--- config.mk ---
export PLATFORM = sky130hd
export DESIGN_NAME = cpu_run_ctrl_flat
export DESIGN_NICKNAME = d
export VERILOG_FILES = /design/src/rtl/cpu_run_ctrl_if.sv /design/src/rtl/cpu_run_ctrl.sv /design/src/flat_wrapper.sv
export SDC_FILE = /design/constraint.sdc
export NUM_CORES = 1
export LEC_CHECK = 0
export ABC_AREA = 1
export CAP_MARGIN = 20
export CORE_MARGIN = 3
export CORE_UTILIZATION = 38
export DETAILED_ROUTE_END_ITERATION = 12
export PLACE_DENSITY = 0.6
export SETUP_SLACK_MARGIN = 0.4
export SLEW_MARGIN = 20
export SYNTH_ARGS = -nofsm -noshare
export SYNTH_HDL_FRONTEND = slang
export SYNTH_SLANG_ARGS = --single-unit
--- constraint.sdc ---
create_clock -name clk -period 1.5 [get_ports clk]
set_input_delay 0.15 -clock clk [delete_from_list [all_inputs] [get_ports clk]]
set_output_delay 0.15 -clock clk [all_outputs]
set_load 0.01 [all_outputs]
--- src/rtl/cpu_run_ctrl_if.sv ---
// Control/status bundle between the board-side request logic and the CPU run controller.
// Requests are single-clk pulses, sampled on the rising clk edge; no ready/ack is returned.
interface cpu_run_ctrl_if;
  logic [1:0]  rateSel;
  logic        runReq;
  logic        stepReq;
  logic        stepMode;
  logic [2:0]  cycleIn;
  logic [11:0] pcIn;
  logic [11:0] bpAddr;
  logic        bpEn;
  logic        cpuEn;
  logic        halted;
  logic        bpHit;
  logic [1:0]  stateOut;

  modport master (
    output rateSel, runReq, stepReq, stepMode, cycleIn, pcIn, bpAddr, bpEn,
    input  cpuEn, halted, bpHit, stateOut
  );

  modport slave (
    input  rateSel, runReq, stepReq, stepMode, cycleIn, pcIn, bpAddr, bpEn,
    output cpuEn, halted, bpHit, stateOut
  );
endinterface

--- src/rtl/cpu_run_ctrl.sv ---
// Single-domain execution controller for the 4004-style core: run/halt, cycle and
// instruction stepping, rate divider and PC breakpoint, producing a one-clk cpuEn.
module cpu_run_ctrl #(
  parameter int unsigned DIV_SLOW = 12000000,
  parameter int unsigned DIV_FAST = 1200000
) (
  input logic            clk,
  input logic            rstN,
  cpu_run_ctrl_if.slave  bus
);

  typedef enum logic [1:0] {
    HALT     = 2'b00,
    RUN      = 2'b01,
    STEP_CYC = 2'b10,
    STEP_INS = 2'b11
  } state_t;

  localparam logic [23:0] TERM_SLOW = 24'(DIV_SLOW - 1);
  localparam logic [23:0] TERM_FAST = 24'(DIV_FAST - 1);

  state_t      state;
  logic        tick;
  logic [23:0] divCnt;
  logic [1:0]  rateSelQ;
  logic        bpMask;
  logic        bpHitQ;

  logic        runActive;
  logic        rateChange;
  logic        divCounting;
  logic [23:0] divTerm;
  logic        bpStop;
  logic        cpuEnInt;

  assign runActive   = (state == RUN);
  assign rateChange  = (bus.rateSel != rateSelQ);
  assign divCounting = runActive && ((bus.rateSel == 2'b01) || (bus.rateSel == 2'b10));
  assign divTerm     = (bus.rateSel == 2'b01) ? TERM_SLOW : TERM_FAST;

  // The breakpoint is judged at the start of an instruction (cycle A1), before it executes.
  assign bpStop = runActive && bus.bpEn && !bpMask &&
                  (bus.cycleIn == 3'd0) && (bus.pcIn == bus.bpAddr);

  always_comb begin
    cpuEnInt = 1'b0;
    case (state)
      RUN:      cpuEnInt = ((bus.rateSel == 2'b11) || tick) && !bpStop;
      STEP_CYC: cpuEnInt = 1'b1;
      STEP_INS: cpuEnInt = 1'b1;
      default:  cpuEnInt = 1'b0;
    endcase
  end

  // Rate divider: restarts from zero on RUN entry and on any rate change so the
  // first pulse after either event lands a full period later.
  always_ff @(posedge clk or negedge rstN) begin
    if (!rstN) begin
      divCnt   <= 24'd0;
      tick     <= 1'b0;
      rateSelQ <= 2'b00;
    end else begin
      rateSelQ <= bus.rateSel;
      if (!runActive || rateChange) begin
        divCnt <= 24'd0;
        tick   <= 1'b0;
      end else if (divCounting) begin
        if (divCnt == divTerm) begin
          divCnt <= 24'd0;
          tick   <= 1'b1;
        end else begin
          divCnt <= divCnt + 24'd1;
          tick   <= 1'b0;
        end
      end else begin
        tick <= 1'b0;
      end
    end
  end

  always_ff @(posedge clk or negedge rstN) begin
    if (!rstN) begin
      state  <= HALT;
      bpMask <= 1'b0;
      bpHitQ <= 1'b0;
    end else begin
      case (state)
        HALT: begin
          if (bus.runReq) begin
            state  <= RUN;
            bpHitQ <= 1'b0;
            bpMask <= 1'b1;
          end else if (bus.stepReq) begin
            state <= bus.stepMode ? STEP_INS : STEP_CYC;
          end
        end
        RUN: begin
          // Mask only covers the instruction we resumed on; drop it once the CPU moves.
          if (cpuEnInt) bpMask <= 1'b0;
          if (bpStop) begin
            state  <= HALT;
            bpHitQ <= 1'b1;
          end else if (bus.runReq) begin
            state <= HALT;
          end
        end
        STEP_CYC: state <= HALT;
        STEP_INS: begin
          if (bus.cycleIn == 3'd7) state <= HALT;
        end
        default: state <= HALT;
      endcase
    end
  end

  assign bus.cpuEn    = cpuEnInt;
  assign bus.halted   = (state == HALT);
  assign bus.bpHit    = bpHitQ;
  assign bus.stateOut = state;

endmodule

--- src/flat_wrapper.sv ---
// flat-port wrapper written by rule: the top's interface ports become plain ports
module cpu_run_ctrl_flat 
#(
  parameter int unsigned DIV_SLOW = 12000000,
  parameter int unsigned DIV_FAST = 1200000
)
  (clk, rstN, bus_rateSel, bus_runReq, bus_stepReq, bus_stepMode, bus_cycleIn, bus_pcIn, bus_bpAddr, bus_bpEn, bus_cpuEn, bus_halted, bus_bpHit, bus_stateOut);
  cpu_run_ctrl_if bus_i ();
  input logic clk;
  input logic rstN;
  input wire logic [$bits(bus_i.rateSel)-1:0] bus_rateSel;
  input wire logic [$bits(bus_i.runReq)-1:0] bus_runReq;
  input wire logic [$bits(bus_i.stepReq)-1:0] bus_stepReq;
  input wire logic [$bits(bus_i.stepMode)-1:0] bus_stepMode;
  input wire logic [$bits(bus_i.cycleIn)-1:0] bus_cycleIn;
  input wire logic [$bits(bus_i.pcIn)-1:0] bus_pcIn;
  input wire logic [$bits(bus_i.bpAddr)-1:0] bus_bpAddr;
  input wire logic [$bits(bus_i.bpEn)-1:0] bus_bpEn;
  output wire logic [$bits(bus_i.cpuEn)-1:0] bus_cpuEn;
  output wire logic [$bits(bus_i.halted)-1:0] bus_halted;
  output wire logic [$bits(bus_i.bpHit)-1:0] bus_bpHit;
  output wire logic [$bits(bus_i.stateOut)-1:0] bus_stateOut;
  assign bus_i.rateSel = bus_rateSel;
  assign bus_i.runReq = bus_runReq;
  assign bus_i.stepReq = bus_stepReq;
  assign bus_i.stepMode = bus_stepMode;
  assign bus_i.cycleIn = bus_cycleIn;
  assign bus_i.pcIn = bus_pcIn;
  assign bus_i.bpAddr = bus_bpAddr;
  assign bus_i.bpEn = bus_bpEn;
  assign bus_cpuEn = bus_i.cpuEn;
  assign bus_halted = bus_i.halted;
  assign bus_bpHit = bus_i.bpHit;
  assign bus_stateOut = bus_i.stateOut;
  cpu_run_ctrl #(.DIV_SLOW(DIV_SLOW), .DIV_FAST(DIV_FAST)) u_core (.clk(clk), .rstN(rstN), .bus(bus_i));
endmodule
==> summary.txt <==
Logic synthesis
  • Post-synthesis area per instance: 6.15 µm²
  • Post-Syn Area: 2520 µm²
  • Mapped Cells: 410
  • Yosys reg bits: 31
  • Netlist cell types: 30
  • Syn nets: 448
  • Synth top area cells: dfrtp_1, nand2_1, nor2_1, inv_1, nand3_1
  • Seq/Total Area, Yosys: 30.8%
  • Area leader, netlist: dfrtp_1
  • YS warnings: 0
  • Post-synth top area share: 30.8%

Placement
  • Port-buffer cells: 39
  • Routability congestion estimate: 0.908
  • Post-Place Setup Slack: -0.497 ns
  • Placed instance area: 3300 µm²
  • DP Wirelength: 5520 µm
  • Post-Place Cells: 562

Status
  • Failing checks: negative setup slack
  • Status: complete, but fails checks

Global routing
  • GRT Total Usage: 21.0%
  • Grt ovf: 0
  • Vias in the first global route: 2654
  • First-pass GRT wire length: 12600 µm
  • Largest net degree at the start of global routing: 32
  • Initial antenna violation count: 0

Timing
  • Final setup fails: 21
  • Fin. Hold Viols: 0
  • Rel. slew slack: 72.3%
  • Worst Max-Slew Pin Slew: 0.416 ns
  • RSZ-0062 raised after global routing: true
  • Final period util: 109%
  • Max-slew violations: 0
  • Worst clock skew: 0.00496 ns
  • Max Fclk: 0.609 GHz
  • Final worst slack: -0.141 ns
  • Min Tclk post-route: 1.64 ns

Clocking
  • Clk_lat worst skew: 0.29 ns
  • Clock Sinks: 31
  • Num CTS Buffers: 5
  • # hold bufs at CTS: 0
  • Worst-path clk slew: 0.07 ns
  • TritonCTS clock tree: built
  • CTS H-Tree Depth: 2
  • CTS max path bufs: 2
  • Clk root buf: clkbuf_8

Finish
  • Post-Layout Cell Count: 590
  • Ant diodes: 0
  • Fin nets: 551
  • Post-layout util: 61.4%
  • Share of cells above drive strength 1: 30.8%
  • Area Growth Syn to Fin: 55.5%
  • Final Instance Area: 3920 µm²

Setup path
  • CP startpoint kind: register
  • Max FO, Critical Path: 5
  • CP max stage cell: dfrtp_2
  • Sum of buffers and inverters on the critical path: 3
  • Critical Path RT: 1.69 ns
  • Crit-path cells: inv_2, buf_6, nand2_8, a21oi_4, buf_12, nand3_4, nand2_2, xor2_2, nor2_4
  • Critical path capture point type: register
  • WS Path Type: reg -> reg
  • Top delay family on crit path: flip-flops
  • Crit path largest cell delay: 0.42 ns
  • Arr. time, crit path: 1.83 ns

Floorplan
  • Die Span Y: 87.5 µm
  • Row count: 29
  • Ports: 40
  • Area of the die: 7650 µm²
  • Initial core utilization: 39.5%
  • Core ar.: 6390 µm²
  • Die W: 87.5 µm

Routing
  • Initial DRT Pass Iterations: 7
  • DRT Wirelength: 8080 µm
  • DR vias: 2924
  • Initial DRC count: 247
  • Vias per Instance: 4.96
  • DR WL/cell: 13.7 µm
  • ANT nets after route: 0
  • DRC violations left: 0

Run
  • Max-cap viol count: 0

Min path
  • HP Class: in -> async

Pwr
  • Leakage power: 0.00183 µW
  • Maximum vdd ir drop: 0.739 mV
  • PwrDens: 776 nW/µm²
  • Total Power: 3040 µW
## where the power goes
group	switching [µW]	internal (µW)
Combinational	718	684
Sequential	59.4	887
Clock	334	360
Total	1110	1930
## path summary, 6_finish.rpt
path,startpoint,endpoint,slack [ns],cells after the start
setup / recovery,u_core.bus.stateOut[1]$_DFFE_PN0P_,u_core.divCnt[3]$_DFFE_PN0P_,-0.14,9
hold / removal,rstN,u_core.divCnt[15]$_DFFE_PN0P_,0.25,2
setup reg to reg,u_core.bus.stateOut[1]$_DFFE_PN0P_,u_core.divCnt[3]$_DFFE_PN0P_,-0.14,9
hold reg to reg,u_core.bpMask$_DFFE_PN0P_,u_core.bpMask$_DFFE_PN0P_,0.50,2
max in group asynchronous,rstN,u_core.bus.stateOut[1]$_DFFE_PN0P_,0.92,2
min in group clk,bus_rateSel[1],u_core.rateSelQ[1]$_DFF_PN0_,0.26,2
## final cells by class
cell class                 instances  area (µm²)
clock inverter                     1        5.00
timing repair buffer             100         936
multi-input combinational        312        1760
sequential                        31         786
tap                               77        96.3
fill                             584        2460
inverter                          63         254
clock buffer                       6        82.6
## cells in the mapped netlist (all sizes together)
cell,count
a21boi,1
xor2,11
nand3b,3
nand4,12
xnor2,3
nand2,142
or2,1
ha,3
nand3,25
o21ai,14
clkinv,1
o211ai,1
nor3,6
buf,7
o22ai,1
inv,62
a21oi,6
and3,1
dfrtp,31
nor2,79
## cells in the final DEF, fill, tap and decap left out, types with 2 or more instances in the layout
| master | instances |
|---|---|
| a21oi_1 | 3 |
| o21ai_1 | 3 |
| ha_4 | 2 |
| dfrtp_2 | 8 |
| nand3_4 | 3 |
| clkbuf_8 | 6 |
| buf_12 | 2 |
| nand4_1 | 12 |
| dlygate4sd2_1 | 2 |
| nor3_1 | 2 |
| nand2_2 | 13 |
| buf_4 | 43 |
| xor2_2 | 2 |
| inv_4 | 2 |
| inv_2 | 8 |
| nor2_1 | 58 |
| nand3_2 | 6 |
| nor2_2 | 14 |
| buf_6 | 18 |
| o21ai_0 | 8 |
| a21oi_2 | 2 |
| inv_1 | 52 |
| dfrtp_1 | 23 |
| nand3b_1 | 3 |
| clkdlybuf4s50_1 | 31 |
| nand2_1 | 123 |
| nand2_4 | 5 |
| nor3_2 | 4 |
| o21ai_2 | 3 |
| nand3_1 | 19 |
| xor2_1 | 9 |
| xnor2_1 | 2 |
| nor2_4 | 6 |
## registers in the layout, indices dropped and copies added, names as in the netlist
register and flops:
u_core.bus.bpHit 1, u_core.divCnt 24, u_core.rateSelQ 2, u_core.bpMask 1, u_core.bus.stateOut 2, u_core.tick 1
## layer usage
layer / share of wire, % / global-route usage [%] / wire (µm) / vias to the layer above
met5: 0 / 0 / 0 / -
li1: - / - / - / 1470
met3: 8.0 / 3.78 / 647 / 12
met2: 46 / 33.3 / 3690 / 119
met4: 1.5 / 5.44 / 119 / 0
met1: 45 / 29.3 / 3630 / 1323
## timing repair
action,4_1_cts,5_1_grt
setup buffers,9,9
pin swaps,15,24
resized for setup,67,57
endpoints found under the setup margin,33,33
cloned,3,0
## per-stage QoR
step           hold slack [ns]  TNS [ns]
4_1_cts                  0.249     -1.41
3_5_place_dp             0.485    -11.04
5_1_grt                  0.258     -4.96
6_report                 0.254     -2.16
2_1_floorplan           -0.146         0
3_3_place_gp             0.485    -10.44
## cell families (layout without fill, tap and decap cells)
group	after synthesis	count (layout)	synth area share, %
adders and majority gates	3	3	1.49
xor gates and xnor gates	14	14	4.86
DFF	31	31	30.8
AOI/OAI and AO/OA	23	23	5.11
and+or+nand+nor	269	272	46.4
buffers and inverters	70	170	11.4
Note: power is estimated with default switching activity, not from simulation.
